`src/rtl/cpu_pkg.sv`:
```
// Shared widths, the zero-register index and the NZVC flag type for the CPU pipeline.
package cpu_pkg;
  localparam int DATA_W = 64;
  localparam int REG_W  = 5;
  localparam int XZR    = 31;

  typedef struct packed {
    logic n;
    logic z;
    logic v;
    logic c;
  } flags_t;
endpackage

```
`src/rtl/flag_reg.sv`:
```
// Architectural NZVC register: loads on enable, clears asynchronously on reset.
module flag_reg (
  input  logic       clk,
  input  logic       reset,
  input  logic       load,
  input  logic [3:0] d,
  output logic [3:0] q
);
  import cpu_pkg::*;

  flags_t r;

  always_ff @(posedge clk or posedge reset) begin
    if (reset)     r <= '0;
    else if (load) r <= d;
  end

  assign q = r;
endmodule

```
`src/rtl/exe_mem_stage.sv`:
```
// EX/MEM pipeline register with NZVC flag register and MEM->EX forwarding source.
// Define FLAG_BYPASS_EN to bypass fresh ALU flags onto flags_cond in the same cycle.
module exe_mem_stage #(
  parameter int DATA_W = cpu_pkg::DATA_W,
  parameter int REG_W  = cpu_pkg::REG_W
) (
  input  logic              clk,
  input  logic              reset,
  input  logic              ex_valid,
  input  logic [DATA_W-1:0] ex_result,
  input  logic              ex_negative,
  input  logic              ex_zero,
  input  logic              ex_overflow,
  input  logic              ex_carry,
  input  logic              ex_set_flags,
  input  logic [DATA_W-1:0] ex_store_data,
  input  logic [REG_W-1:0]  ex_rd,
  input  logic              ex_reg_write,
  input  logic              ex_mem_read,
  input  logic              ex_mem_write,
  input  logic              stall,
  input  logic              flush,
  output logic              mem_valid,
  output logic [DATA_W-1:0] mem_result,
  output logic [DATA_W-1:0] mem_store_data,
  output logic [REG_W-1:0]  mem_rd,
  output logic              mem_reg_write,
  output logic              mem_mem_read,
  output logic              mem_mem_write,
  output logic [3:0]        flags_q,
  output logic [3:0]        flags_cond,
  output logic              fwd_en,
  output logic [REG_W-1:0]  fwd_rd,
  output logic [DATA_W-1:0] fwd_data
);
  import cpu_pkg::*;

  flags_t ex_flags;
  logic   advance;
  logic   flags_load;

  assign ex_flags   = {ex_negative, ex_zero, ex_overflow, ex_carry};
  assign advance    = !flush && !stall;
  assign flags_load = advance && ex_valid && ex_set_flags;

  always_ff @(posedge clk or posedge reset) begin
    if (reset) begin
      mem_valid      <= 1'b0;
      mem_reg_write  <= 1'b0;
      mem_mem_read   <= 1'b0;
      mem_mem_write  <= 1'b0;
      mem_rd         <= '0;
      mem_result     <= '0;
      mem_store_data <= '0;
    end else if (flush) begin
      // Squash only kills control; data fields are dead behind mem_valid=0.
      mem_valid      <= 1'b0;
      mem_reg_write  <= 1'b0;
      mem_mem_read   <= 1'b0;
      mem_mem_write  <= 1'b0;
    end else if (!stall) begin
      mem_valid      <= ex_valid;
      mem_reg_write  <= ex_valid && ex_reg_write && (ex_rd != REG_W'(XZR));
      mem_mem_read   <= ex_valid && ex_mem_read;
      mem_mem_write  <= ex_valid && ex_mem_write;
      mem_rd         <= ex_rd;
      mem_result     <= ex_result;
      mem_store_data <= ex_store_data;
    end
  end

  flag_reg u_flag_reg (
    .clk   (clk),
    .reset (reset),
    .load  (flags_load),
    .d     (ex_flags),
    .q     (flags_q)
  );

`ifdef FLAG_BYPASS_EN
  assign flags_cond = (ex_valid && ex_set_flags && !flush) ? ex_flags : flags_q;
`else
  // Hazard unit stalls a flag consumer one cycle, so the register alone suffices.
  assign flags_cond = flags_q;
`endif

  assign fwd_en   = mem_valid && mem_reg_write;
  assign fwd_rd   = mem_rd;
  assign fwd_data = mem_result;

  // Load and store in one instruction is a decode bug; it is captured as-is.
  a_rw_excl: assert property (@(posedge clk) disable iff (reset)
    !(ex_valid && ex_mem_read && ex_mem_write));
endmodule

```
`config.mk`:
```
export PLATFORM = sky130hd
export DESIGN_NAME = exe_mem_stage
export DESIGN_NICKNAME = d
export VERILOG_FILES = /design/src/rtl/cpu_pkg.sv /design/src/rtl/flag_reg.sv /design/src/rtl/exe_mem_stage.sv
export SDC_FILE = /design/constraint.sdc
export NUM_CORES = 1
export LEC_CHECK = 0
export ABC_AREA = 0
export CAP_MARGIN = 20
export CORE_AREA = 2 2 141 143
export CTS_BUF_LIST = sky130_fd_sc_hd__clkbuf_8
export CTS_CLUSTER_DIAMETER = 50
export CTS_CLUSTER_SIZE = 28
export DETAILED_ROUTE_END_ITERATION = 6
export DIE_AREA = 0 0 143 145
export PLACE_DENSITY = 0.7
export SLEW_MARGIN = 25
export SYNTH_ARGS = -nofsm -noshare
export SYNTH_HDL_FRONTEND = slang
export SYNTH_SLANG_ARGS = --single-unit
```
`constraint.sdc`:
```
create_clock -name clk -period 6.6 [get_ports clk]
set_clock_uncertainty 0.05 [all_clocks]
set_input_delay 1.32 -clock clk [delete_from_list [all_inputs] [get_ports clk]]
set_output_delay 1.32 -clock clk [all_outputs]
set_load 0.05 [all_outputs]
```
======== After elaboration in Yosys (flattened, before gate mapping) ========
Index checks and enable logic that the tools add are counted.
storage, ports and cells
  register bits after elaboration ......... 141
  word-level logic and storage cells ...... 34
  output and inout bits ................... 215
  bits of input ports ..................... 146
operators by class
  bitwise logic cells ..................... 2
  equality and inequality tests ........... 2
  reduce and logical (&&, ||, !) cells .... 11
  muxes and demuxes ....................... 8
operator list
  cell                                                                      number
  1-bit logical AND                                                         8
  1-bit two-way mux                                                         8
  5-bit inequality test (second input constant)                             1
  1-bit logical NOT                                                         2
  2-bit by 1-bit inequality test with 1-bit output (second input constant)  1
  1-bit NOT                                                                 2
  2-bit AND reduction                                                       1

======== Logic depth before layout (Yosys ltp) ========
  depth in word-level cells ............... 4
  gate-level depth with buffers ........... 5
  depth with buffers taken out ............ 3

======== Hierarchy ========
From an unflattened synthesis, not the netlist that was laid out.
unflattened totals
  cell total of the unflattened synthesis .. 383
  area total of the unflattened synthesis .. 6005.8 sq um
modules (own cells, without submodules)
  module         seq. area each (sq um)  cells each  times used  area an instance (sq um)
  exe_mem_stage  3428.3                  374         1           5856.9
  flag_reg       100.1                   9           1           148.9

======== Least setup slack after synthesis ========
No wires, ideal clock.
  kind .................................... register to output
  start point ............................. register mem_reg_write
  end point ............................... output port fwd_en
  stages on the path, launching flop included .. 2
  path slack .............................. 4.110 ns
  path buffers ............................ 0
  data required time ...................... 5.230 ns
  data arrival time ....................... 1.120 ns
  cell sequence ........................... dfrtp_1 and2_1
between the ends
  word-level cells in the longest chain between the ends .. 1
ends and longest elaborated chain
  item                    RTL line             RTL
  start, declared         exe_mem_stage.sv:27  output logic mem_reg_write,
  start signal, assigned  exe_mem_stage.sv:63  mem_reg_write <= ex_valid && ex_reg_write && (ex_rd != REG_W'(XZR));
  1-bit logical AND       exe_mem_stage.sv:87  assign fwd_en = mem_valid && mem_reg_write;
  end, declared           exe_mem_stage.sv:32  output logic fwd_en,
Every way passes these cells.

======== Worst setup path in the final report ========
  start point ............................. input port stall
  end point ............................... register u_flag_reg.r (netlist bit u_flag_reg.q[2])
between the ends
  word-level cells in the longest chain between the ends .. 4
ends and longest elaborated chain
  item                            RTL line             RTL
  start, declared                 exe_mem_stage.sv:21  input logic stall,
  1-bit logical NOT               --
  1-bit logical AND               exe_mem_stage.sv:43  assign advance = !flush && !stall;
  1-bit logical AND (2 in a row)  exe_mem_stage.sv:44  assign flags_load = advance && ex_valid && ex_set_flags;
  end signal, assigned            flag_reg.sv:14       if (reset) r <= '0;
  end signal, assigned            flag_reg.sv:15       else if (load) r <= d;
  end, declared                   flag_reg.sv:11       flags_t r;
Every way passes these cells.
A chain may end at the register's enable or synchronous reset.

==> impl_metrics.json <==
{
  "syn-num-nets": 529,
  "fin_cells": 955,
  "ys_seq_elements": 141,
  "slew_violations": 0,
  "gp_congestion": 0.763,
  "synth_seq_area_share_pct": 57.4,
  "dr.pass1.iters": 3,
  "grt_pass1_wl_um": 25500,
  "crit_type": "input port to flip-flop",
  "rsz0062_at_grt": "no",
  "placed_cells": 923,
  "utilization_pct": 51.2,
  "dr_wl_met3_um": 1280,
  "cp-end-kind": "flip-flop",
  "worst_ep_arrival_time_ps": 3560,
  "relSlewSlack_pct": 47.8,
  "finalCriticalPeriod_ps": 3300,
  "hp-class": "flip-flop to flip-flop",
  "path_clk_slew_ps": 80,
  "fin_hold_ws_ps": 461,
  "routed.top_layer": "met4",
  "pwr_density_cell_nw_per_um2": 330,
  "drt_iter0_drc": 102,
  "synth_top_area_share_pct": 57.4,
  "root_buffer": "clkbuf_8",
  "vias": 4060,
  "synth_area_leaders": "dfrtp_1, mux2_4, mux2_2",
  "min_period_over_period_pct": 50.0,
  "crit_fanout": 45,
  "grt_pass1_vias": 4440,
  "yosysWarnings": 0,
  "hold_buffers": 0,
  "synth_cell_types": 18,
  "drive_gt1_share_pct": 25.1,
  "layout.nets": 823,
  "wl_met2_um": 9100,
  "start_util_pct": 32.0,
  "hpwlAfterDp_um": 12700,
  "p_total_mw": 3.25,
  "antenna_found_initial": 1,
  "coreArea_um2": 19200,
  "setup_viol": 0,
  "worst_slack_ps": 3300,
  "max_cap_violations": 0,
  "rows": 51,
  "required_ps": 6860,
  "htree_levels": 4,
  "critPathLaunchType": "input port",
  "viasPerCell": 4.25,
  "fin_tns_setup_ps": 0,
  "max_freq_ghz": 0.303,
  "clkSinkCount": 141,
  "synthCells": 383,
  "final_cell_area_um2": 9840,
  "cts_tree": "done",
  "clock_path_buffers": 2,
  "numCtsBuffers": 17,
  "drt_drc_violations_left": 0,
  "met1_length_um": 6040,
  "grtUsageTotal_pct": 16.1,
  "syn_area_per_cell_um2": 16.1,
  "place_area_um2": 9410,
  "dieHeight_um": 145,
  "areaGrowthSynthToFinish_pct": 60.1,
  "post_cts_buffers": 0,
  "routedWlPerCell_um": 17.5,
  "cts-resized-gates": 0,
  "grt_overflow": 0,
  "hold_viol": 0,
  "outcome": "finished, final reports clean",
  "place_ws_ps": 2860,
  "dieWidth_um": 143,
  "io_pins": 361,
  "netlist_area_um2": 6150,
  "yosys.area.top_type": "dfrtp_1",
  "tightest_slew_ps": 784,
  "p_leak_nw": 4.13,
  "grt_max_degree": 86,
  "die_area_um2": 20700,
  "totalWireLength_um": 16700,
  "clk_latency_ps": 420,
  "max-vdd-ir-drop_mv": 0.157,
  "ant_nets": 0,
  "numPortBuffers": 360
}
## area by class of cell
cell class,count,area [um2]
multi-input combinational,152,1910
tap,265,332
clock inverter,10,138
inverter,1,8.76
clock buffer,21,289
timing repair buffer,364,3630
fill,1625,9360
antenna,1,2.50
sequential,141,3530
## sequential cells by signal (all words and copies together), names as in the netlist
register        cells
fwd_data           64
fwd_rd              5
mem_mem_read        1
mem_mem_write       1
mem_reg_write       1
mem_store_data     64
mem_valid           1
u_flag_reg.q        4
## cell usage after synthesis, drive strengths merged
library cell    n
a22oi           2
a21oi           2
inv             1
and2            1
and4            1
mux2          137
nand2           2
buf            89
a211o           1
dfrtp         141
and3            1
nor2            4
nor2b           1
## logic make-up (layout without fill, tap and decap cells)
| logic type | Yosys count | count (layout) | share of synthesized area, % |
|---|---|---|---|
| AO/OA/AOI/OAI | 5 | 5 | 0.549 |
| buffers and inverters | 90 | 396 | 11.5 |
| flip-flops | 141 | 141 | 57.4 |
| multiplexers | 137 | 137 | 29.6 |
| other | 0 | 1 | 0 |
| AND/OR/NAND/NOR | 10 | 10 | 0.936 |
## where the power goes
part / switching [mW] / leakage, nW / internal [mW] / total (mW)
Clock: 0.330 / 0.219 / 0.413 / 0.742
Combinational: 0.882 / 2.25 / 0.538 / 1.42
Sequential: 0.0966 / 1.66 / 0.991 / 1.09
Total: 1.31 / 4.13 / 1.94 / 3.25
## critical path, stage by stage
cell and delay (ps):
clkdlybuf4s50_1 550, nor2_4 290, buf_4 620, and3_1 420, mux2_4 330
## routing by layer
| metal | up-vias | GRT usage [%] |
|---|---|---|
| met3 | 17 | 5.94 |
| met2 | 179 | 29.4 |
| met1 | 2038 | 16.9 |
| li1 | 1826 | - |
| met4 | 0 | 5.05 |
| met5 | - | 0 |
## path summary, 6_finish.rpt
check                      cells after the start                from  slack [ps]            endpoint
setup / recovery                               5               stall        3300     u_flag_reg.q[2]
hold / removal                                 1  mem_store_data[11]         460  mem_store_data[11]
setup reg to reg                               1        fwd_data[37]        5730        fwd_data[37]
hold reg to reg                                1  mem_store_data[11]         460  mem_store_data[11]
max in group asynchronous                      3               reset        3880  mem_store_data[50]
min in group asynchronous                      2               reset        1340  mem_store_data[37]
## placed cells by master (no fill, tap or decap), types with 3 or more instances in the layout
cell	count
mux2_2	63
bufinv_16	3
clkbuf_8	21
clkdlybuf4s50_1	360
dfrtp_1	141
buf_4	4
mux2_4	74
nor2_1	3
Note: power is estimated with default switching activity, not from simulation.
